### src/rtl/adc_sequencer.sv
// adc_sequencer: phase/enable controller for one SAR-style ADC macro.
// Drives the INIT -> SAMP -> (COMP, UPDATE) x Madc -> DONE sequence and
// gathers the serial comparator decisions into an MSB-first raw code.
// The code is then handed to the readout logic over a valid/ready handshake.
// Every output comes straight from a flop, so the ADC clock gates see
// glitch-free phases.
module adc_sequencer #(
    parameter int Madc        = 17,
    parameter int SAMP_CYCLES = 4
) (
    input  logic            clk,
    input  logic            rst,
    input  logic            start,
    input  logic            cont,
    input  logic [5:0]      en_cfg,
    input  logic            comp_out,
    output logic            seq_init,
    output logic            seq_samp,
    output logic            seq_comp,
    output logic            seq_update,
    output logic            en_init,
    output logic            en_samp_p,
    output logic            en_samp_n,
    output logic            en_comp,
    output logic            en_update_p,
    output logic            en_update_n,
    output logic            busy,
    output logic [Madc-1:0] data,
    output logic            data_valid,
    input  logic            data_ready
);

    // Counter widths. Each is at least 1 bit so that degenerate parameter
    // values still elaborate.
    localparam int KW = (Madc > 1) ? $clog2(Madc) : 1;
    localparam int SW = (SAMP_CYCLES > 1) ? $clog2(SAMP_CYCLES) : 1;

    localparam logic [KW-1:0] K_LAST = KW'(Madc - 1);
    localparam logic [SW-1:0] S_LOAD = SW'(SAMP_CYCLES - 1);

    typedef enum logic [2:0] {
        S_IDLE,
        S_INIT,
        S_SAMP,
        S_COMP,
        S_UPDATE,
        S_DONE
    } state_e;

    // The four ADC phase strobes. In any state at most one of them is high.
    typedef struct packed {
        logic init;
        logic samp;
        logic comp;
        logic update;
    } seq_t;

    state_e          state_q,    state_d;
    logic [KW-1:0]   k_q,        k_d;
    logic [SW-1:0]   samp_cnt_q, samp_cnt_d;
    logic [5:0]      en_q,       en_d;
    logic [Madc-1:0] data_q,     data_d;
    seq_t            seq_q,      seq_d;
    logic            busy_q,     busy_d;
    logic            valid_q,    valid_d;

    // Next-state logic, counters, enable latch and bit capture
    always_comb begin
        // NOTE: every signal driven here gets a default first. Without a
        // default, a path that skips an assignment would infer a latch.
        state_d    = state_q;
        k_d        = k_q;
        samp_cnt_d = samp_cnt_q;
        en_d       = en_q;
        data_d     = data_q;

        case (state_q)
            S_IDLE: begin
                k_d    = '0;
                data_d = '0;
                if (start) begin
                    en_d    = en_cfg;
                    state_d = S_INIT;
                end
            end

            S_INIT: begin
                // Back-to-back conversions re-enter here without passing
                // through IDLE, so the bit index is also restarted here.
                k_d        = '0;
                samp_cnt_d = S_LOAD;
                state_d    = S_SAMP;
            end

            S_SAMP: begin
                if (samp_cnt_q == '0) begin
                    state_d = S_COMP;
                end else begin
                    samp_cnt_d = samp_cnt_q - SW'(1);
                end
            end

            S_COMP: begin
                // Decision k lands in bit Madc-1-k, so the first decision
                // ends up as the MSB.
                for (int i = 0; i < Madc; i++) begin
                    if (k_q == KW'(Madc - 1 - i)) begin
                        data_d[i] = comp_out;
                    end
                end
                state_d = S_UPDATE;
            end

            S_UPDATE: begin
                if (k_q == K_LAST) begin
                    state_d = S_DONE;
                end else begin
                    k_d     = k_q + KW'(1);
                    state_d = S_COMP;
                end
            end

            S_DONE: begin
                // Hold the result until the consumer takes it. In continuous
                // mode the old code stays visible and is overwritten bit by
                // bit during the next conversion.
                if (valid_q && data_ready) begin
                    state_d = cont ? S_INIT : S_IDLE;
                end
            end

            default: begin
                state_d = S_IDLE;
            end
        endcase
    end

    // Registered outputs, decoded from the state about to be entered so
    // that they line up with state_q
    always_comb begin
        seq_d        = '0;
        seq_d.init   = (state_d == S_INIT);
        seq_d.samp   = (state_d == S_SAMP);
        seq_d.comp   = (state_d == S_COMP);
        seq_d.update = (state_d == S_UPDATE);
        busy_d       = (state_d != S_IDLE);
        valid_d      = (state_d == S_DONE);
    end

    // State and output registers with asynchronous active-high reset
    always_ff @(posedge clk or posedge rst) begin
        if (rst) begin
            state_q    <= S_IDLE;
            k_q        <= '0;
            samp_cnt_q <= '0;
            en_q       <= '0;
            // NOTE: data is a plain register, not a memory array, so it can
            // be reset along with everything else at no real cost.
            data_q     <= '0;
            seq_q      <= '0;
            busy_q     <= 1'b0;
            valid_q    <= 1'b0;
        end else begin
            // NOTE: non-blocking assignments here, so every flop samples the
            // pre-edge value of every other flop.
            state_q    <= state_d;
            k_q        <= k_d;
            samp_cnt_q <= samp_cnt_d;
            en_q       <= en_d;
            data_q     <= data_d;
            seq_q      <= seq_d;
            busy_q     <= busy_d;
            valid_q    <= valid_d;
        end
    end

    // en_cfg bit order: {update_n, update_p, comp, samp_n, samp_p, init}
    assign en_init     = en_q[0];
    assign en_samp_p   = en_q[1];
    assign en_samp_n   = en_q[2];
    assign en_comp     = en_q[3];
    assign en_update_p = en_q[4];
    assign en_update_n = en_q[5];

    assign seq_init    = seq_q.init;
    assign seq_samp    = seq_q.samp;
    assign seq_comp    = seq_q.comp;
    assign seq_update  = seq_q.update;

    assign busy        = busy_q;
    assign data        = data_q;
    assign data_valid  = valid_q;

endmodule

### config.mk
export PLATFORM = sky130hd
export DESIGN_NAME = adc_sequencer
export DESIGN_NICKNAME = d
export VERILOG_FILES = /design/src/rtl/adc_sequencer.sv
export SDC_FILE = /design/constraint.sdc
export NUM_CORES = 1
export LEC_CHECK = 0
export ABC_AREA = 1
export CAP_MARGIN = 20
export CORE_AREA = 2 2 66 68
export DETAILED_ROUTE_END_ITERATION = 10
export DIE_AREA = 0 0 68 70
export PLACE_DENSITY = 0.88
export SLEW_MARGIN = 25
export SYNTH_ARGS = -nofsm -noshare
export SYNTH_HDL_FRONTEND = slang
export SYNTH_SLANG_ARGS = --single-unit
### constraint.sdc
create_clock -name clk -period 1.4 [get_ports clk]
set_input_delay 0.14 -clock clk [delete_from_list [all_inputs] [get_ports clk]]
set_output_delay 0.14 -clock clk [all_outputs]
set_load 0.05 [all_outputs]
==> metrics.md, run 1 <==
| Metric | Value |
|---|---|
| Most frequent cells in the layout | nand2_1, nand3_1, dfrtp_1 |
| Hold slack final | 0.187 ns |
| Dpl hpwl | 3.06 mm |
| Worst r2r dst | data[1] |
| Fmax | 0.734 GHz |
| Critical path peak fanout | 4 |
| Syn avg cell area | 8.00 um2 |
| Fin worst setup slack | 0.0373 ns |
| Via Count | 1711 |
| Relative slew margins | 0.745 |
| Commonest non-fill, non-tap cell in the layout | nand2_1 |
| # diodes | 0 |
| Final instance area | 0.00266 mm2 |
| Core area | 0.00414 mm2 |
| Clk root buf | clkbuf_8 |
| Run status | finished, final reports clean |
| CP endpoint | data[1] |
| RSZ-0062 raised after global routing | true |
| VDD IR max | 1.30 mV |
| #FFs+latches synth | 39 |
| Min cycle time layout | 1.36 ns |
| Hold Crit Class | in2async |
| Hold_buf cts | 0 |
| Ports | 41 |
| Via-to-Cell Ratio | 4.92 |
| Tightest Pin Transition | 0.382 ns |
| Pwr Density | 2280 mW/mm2 |
| Final count of negative-setup-slack endpoints | 0 |
| Clock slew at reported path FFs | 0.08 ns |
| TritonRoute pass-1 iters | 4 |
| Post-Syn Nets | 265 |
| Fin util | 0.642 |
| I/O Buffers | 40 |
| Clock sink count | 39 |
| Clock skew | 0.00851 ns |
| Max Cap Violations | 0 |
| Die width | 68 um |
| Critical Path AT | 1.55 ns |
| Ys Warns | 0 |
| Fin cells | 348 |
| Total gr overflow | 0 |
| Sequential cell area fraction in the yosys report | 0.494 |
| Pre-CTS setup slack | -0.0676 ns |
| Initial Util | 0.477 |
| CP Capture Type | register |
| Synth area leaders | dfrtp_1, nand2_1, nand3_1 |
| H-tree levels | 2 |
| Total routing usage reported by global routing | 0.192 |
| Cell mode on critical path | nand2_1 |
| CTS tree | done |
| Crit start category | register |
| First-pass GRT wire length | 6.87 mm |
| Sum Neg Setup Slack | 0 ns |
| Synth unique cells | 24 |
| Delay of the slowest critical-path stage | 0.42 ns |
| CTS Buffer Depth | 2 |
| Vias in the first global route | 1577 |
| Die H | 70 um |
| Max Slew Vio Count | 0 |
| TritonCTS Buffers | 5 |
| Flop2flop setup slack | 0.04 ns |
| Post-placement cell area | 0.00248 mm2 |
| Netlist Area Pre-Place | 0.00198 mm2 |
| Post-route DRC | 0 |
| FP Rows | 24 |
| Classification of the worst setup path | reg2reg |
| Cell taking the most area after synthesis | dfrtp_1 |
| Worst r2r path cells | 9 |
| Drt initial violations | 119 |
| Final period utilization | 0.973 |
| Area grow syn2layout | 34.6% |
| Final hold vios | 0 |
| GP Congestion | 0.839 |
| Largest net degree at the start of global routing | 40 |
| Synthesized instance count | 247 |
| Power, Total | 6.05 mW |
| Share of the synthesized area in the top cell type | 0.494 |
| Nets | 313 |
| Crit path from | k_q[0] |
| P_leak | 1.41 nW |
| Initial antenna violation count | 0 |
| Cell breakdown of the critical path | buf_4 > ha_2 > inv_2 > nor2_1 > ha_1 > nand2_1 > nand2_1 > nand2_1 > nand2_1 |
| Layout cells sized above 1 | 0.260 |
| Reg2Reg Launch Point | k_q[0] |
| Antenna Violating Nets Remaining | 0 |
| Final wirelength | 4.25 mm |
| Die area | 0.00476 mm2 |
| Fillcell total | 335 |
| Crit path required time | 1.59 ns |
| DP Cell Count | 336 |
| Critical path's slowest cell | dfrtp_1 |
| Worst-skew pair later-pin latency | 0.29 ns |
| Per-cell routed wire length | 12.2 um |
[cells in the mapped netlist]
master,number
a22oi_1,1
buf_12,1
buf_2,5
buf_6,1
clkbuf_1,1
dfrtp_1,39
ha_1,6
inv_1,15
inv_2,8
inv_6,1
nand2_1,85
nand2_2,3
nand3_1,48
nand3_2,1
nand3_4,1
nand3b_1,1
nand4_1,2
nor2_1,15
nor2_2,4
nor2_4,1
nor3_1,1
o21ai_0,1
o21ai_1,5
xor2_1,1
[how the worst min path moves through the flow]
stage	end	cells after the start	slack (ns)
global route	en_q[5]	3	0.21
finish	data[8]	3	0.19
CTS	data[13]	3	0.19
floorplan	en_q[1]	2	0.28
detailed placement	en_q[2]	2	0.47
global placement	en_q[3]	2	0.46
[flip-flops by register name, indices dropped and copies added, names as in the netlist]
| signal | count |
|---|---|
| busy | 1 |
| data | 17 |
| data_valid | 1 |
| en_q | 6 |
| k_q | 5 |
| samp_cnt_q | 2 |
| seq_comp | 1 |
| seq_init | 1 |
| seq_samp | 1 |
| seq_update | 1 |
| state_q | 3 |
[routing by layer]
layer / GRT usage / up-vias / wire, um
met1: 0.235 / 796 / 1760
met5: 0 / - / 0
met3: 0.0612 / 6 / 169
li1: - / 876 / -
met2: 0.314 / 33 / 2260
met4: 0.0667 / 0 / 55
[power by group]
part / switching [mW] / leakage, nW / internal (mW)
registers: 0.306 / 0.517 / 1.52
logic: 2.24 / 0.845 / 1.17
clock network: 0.373 / 0.0515 / 0.449
total: 2.92 / 1.41 / 3.13
[critical path, delay by kind of cell, from the launching register on]
kind	cells	cell delay (ns)
fa+ha+maj	2	0.35
buf+inv	2	0.21
flops	1	0.42
simple gates	5	0.27
[timing repair]
item / 4_1_cts / 5_1_grt
setup endpoints to repair: 8 / 16
endpoints found under the hold margin: 0 / 0
setup buffers: 0 / 4
resized for setup: 4 / 12
pin swaps: 1 / 5
[cell families after synthesis]
| logic type | count (synthesis) | share of synthesized area |
|---|---|---|
| xor gates and xnor gates | 1 | 0.00443 |
| adders and majority gates | 6 | 0.0380 |
| AOI/OAI and AO/OA | 7 | 0.0190 |
| buffers and inverters | 32 | 0.0785 |
| DFF | 39 | 0.494 |
| and+or+nand+nor | 162 | 0.366 |
[area by class of cell]
class | instances | area (um2) | share of cell area
clock buffers | 8 | 100 | 0.0376
inverters | 24 | 95.1 | 0.0357
repair buffers | 49 | 537 | 0.202
flip-flops and latches | 39 | 976 | 0.367
well taps | 52 | 65.1 | 0.0245
multi-input cells | 176 | 887 | 0.333
No activity file was read; power rests on OpenSTA's default activity.
==> inputs of run 2 (changes only) <==
CORE_AREA = 2 2 93 68   (was 2 2 66 68)
DIE_AREA = 0 0 95 70   (was 0 0 68 70)
PLACE_DENSITY = 0.69   (was 0.88)
==> metrics.md, run 2 (synthesized netlist as in run 1, its figures left out) <==
| Metric | Value |
|---|---|
| Post-route DRC | 0 (unchanged) |
| Commonest non-fill, non-tap cell in the layout | nand2_1 |
| H-tree levels | 2 (unchanged) |
| RSZ-0062 raised after global routing | true |
| # diodes | 0 (unchanged) |
| Max Cap Violations | 0 (unchanged) |
| Die H | 70 um (unchanged) |
| Fmax | 0.747 GHz (+1.7%) |
| Cell breakdown of the critical path | inv_2 > ha_1 > inv_1 > nor2_1 > buf_4 > nand3_2 > nand3_1 > nand2_1 |
| Layout cells sized above 1 | 0.296 (+0.0355) |
| Nets | 319 (+1.9%) |
| Fin worst setup slack | 0.0605 ns (+0.0232 ns) |
| Most frequent cells in the layout | nand2_1, nand3_1, dfrtp_1 |
| Hold Crit Class | in2async |
| Relative slew margins | 0.776 (+0.0317) |
| Pre-CTS setup slack | -0.0620 ns (+0.00565 ns) |
| Ports | 41 (unchanged) |
| Initial Util | 0.334 (-0.143) |
| Final instance area | 0.00293 mm2 (+10%) |
| CTS Buffer Depth | 2 (unchanged) |
| Clock slew at reported path FFs | 0.07 ns (about the same) |
| Via-to-Cell Ratio | 4.66 (-5.2%) |
| Critical path's slowest cell | dfrtp_1 |
| First-pass GRT wire length | 7.76 mm (+13%) |
| Critical Path AT | 1.53 ns (-0.02 ns) |
| Delay of the slowest critical-path stage | 0.42 ns (about the same) |
| Pwr Density | 2270 mW/mm2 (-0.38%) |
| Area grow syn2layout | 48.4% |
| Max Slew Vio Count | 0 (unchanged) |
| Vias in the first global route | 1703 (+8.0%) |
| Total routing usage reported by global routing | 0.149 (-0.0429) |
| Final period utilization | 0.957 (-0.0166) |
| Critical path peak fanout | 4 (unchanged) |
| I/O Buffers | 40 (unchanged) |
| Clk root buf | clkbuf_8 |
| Min cycle time layout | 1.34 ns (-0.0232 ns) |
| Clock skew | 0.00809 ns (-0.000423 ns) |
| Initial antenna violation count | 0 (unchanged) |
| Drt initial violations | 96 (-19%) |
| P_leak | 1.50 nW (+5.9%) |
| FP Rows | 24 (unchanged) |
| Die area | 0.00665 mm2 (+40%) |
| Final wirelength | 4.46 mm (+5.1%) |
| Crit path required time | 1.59 ns (about the same) |
| Power, Total | 6.65 mW (+9.8%) |
| Via Count | 1767 (+3.3%) |
| Tightest Pin Transition | 0.334 ns (-0.0478 ns) |
| Die width | 95 um (+40%) |
| Max reg flops | 17 (unchanged) |
| Core area | 0.00592 mm2 (+43%) |
| Dpl hpwl | 3.16 mm (+3.1%) |
| Antenna Violating Nets Remaining | 0 (unchanged) |
| TritonCTS Buffers | 5 (unchanged) |
| Largest net degree at the start of global routing | 40 (unchanged) |
| Hold_buf cts | 0 (unchanged) |
| Total gr overflow | 0 (unchanged) |
| Crit start category | register |
| Classification of the worst setup path | reg2reg |
| VDD IR max | 1.02 mV (-21%) |
| Worst-skew pair later-pin latency | 0.29 ns (about the same) |
| Post-placement cell area | 0.00267 mm2 (+7.5%) |
| CP Capture Type | register |
| Clock sink count | 39 (unchanged) |
| Per-cell routed wire length | 11.8 um (-3.5%) |
| Run status | finished, final reports clean |
| Final count of negative-setup-slack endpoints | 0 (unchanged) |
| Final hold vios | 0 (unchanged) |
| TritonRoute pass-1 iters | 4 (unchanged) |
| GP Congestion | 0.865 (+3.0%) |
| CTS tree | done |
run 2: worst paths after layout:
| kind | startpoint | end | slack (ns) | cells after the start |
|---|---|---|---|---|
| setup reg to reg | k_q[0] | data[10] | 0.06 | 8 |
| min in group clk | en_cfg[0] | en_q[0] | 0.40 | 3 |
| max in group asynchronous | rst | k_q[2] | 0.99 | 3 |
| hold / removal | rst | en_q[2] | 0.20 | 3 |
| setup / recovery | k_q[0] | data[10] | 0.06 | 8 |
| hold reg to reg | en_q[2] | en_q[2] | 0.48 | 2 |
run 2: metal layers:
metal	GRT usage	vias up	wire, um	share of wire
li1	-	896	-	-
met1	0.221	821	2230	0.50
met2	0.206	46	1970	0.44
met3	0.0518	4	222	0.050
met4	0.0403	0	36	0.0081
met5	0	-	0	0
run 2: cell type report:
cell class                      instances  area, um2
Timing Repair Buffer                   55        732
Inverter                               24       97.6
Tap cell                               78       97.6
Clock buffer                            6       72.6
Fill cell                             524       2980
Multi-Input combinational cell        176        925
Clock inverter                          1       30.0
Sequential cell                        39        978
run 2: critical path, delay by kind of cell (launching register included):
kind / cells / cell delay (ns)
DFF: 1 / 0.42
adders and majority gates: 1 / 0.16
and+or+nand+nor: 4 / 0.34
buffers and inverters: 3 / 0.32
run 2: power by group:
part	internal, mW	switching (mW)	total (mW)	leakage [nW]
registers	1.52	0.357	1.87	0.513
clock network	0.522	0.368	0.890	0.0513
logic	1.54	2.34	3.89	0.932
run 2: stage by stage:
| stage | std cells | TNS, ns | util | hold WS, ns |
|---|---|---|---|---|
| 2_1_floorplan | 247 | 0 | - | 0.285 |
| 3_3_place_gp | 364 | 0 | 0.451 | 0.467 |
| 3_5_place_dp | 364 | -0.145 | 0.451 | 0.471 |
| 4_1_cts | 373 | 0 | 0.473 | 0.206 |
| 5_1_grt | 379 | -0.393 | 0.496 | 0.205 |
| 6_report | 379 | 0 | 0.496 | 0.196 |
run 2: timing repair:
action,in CTS,in global routing
resized for setup,5,21
buffers inserted,2,6
pin swaps,2,9
setup endpoints to repair,5,27
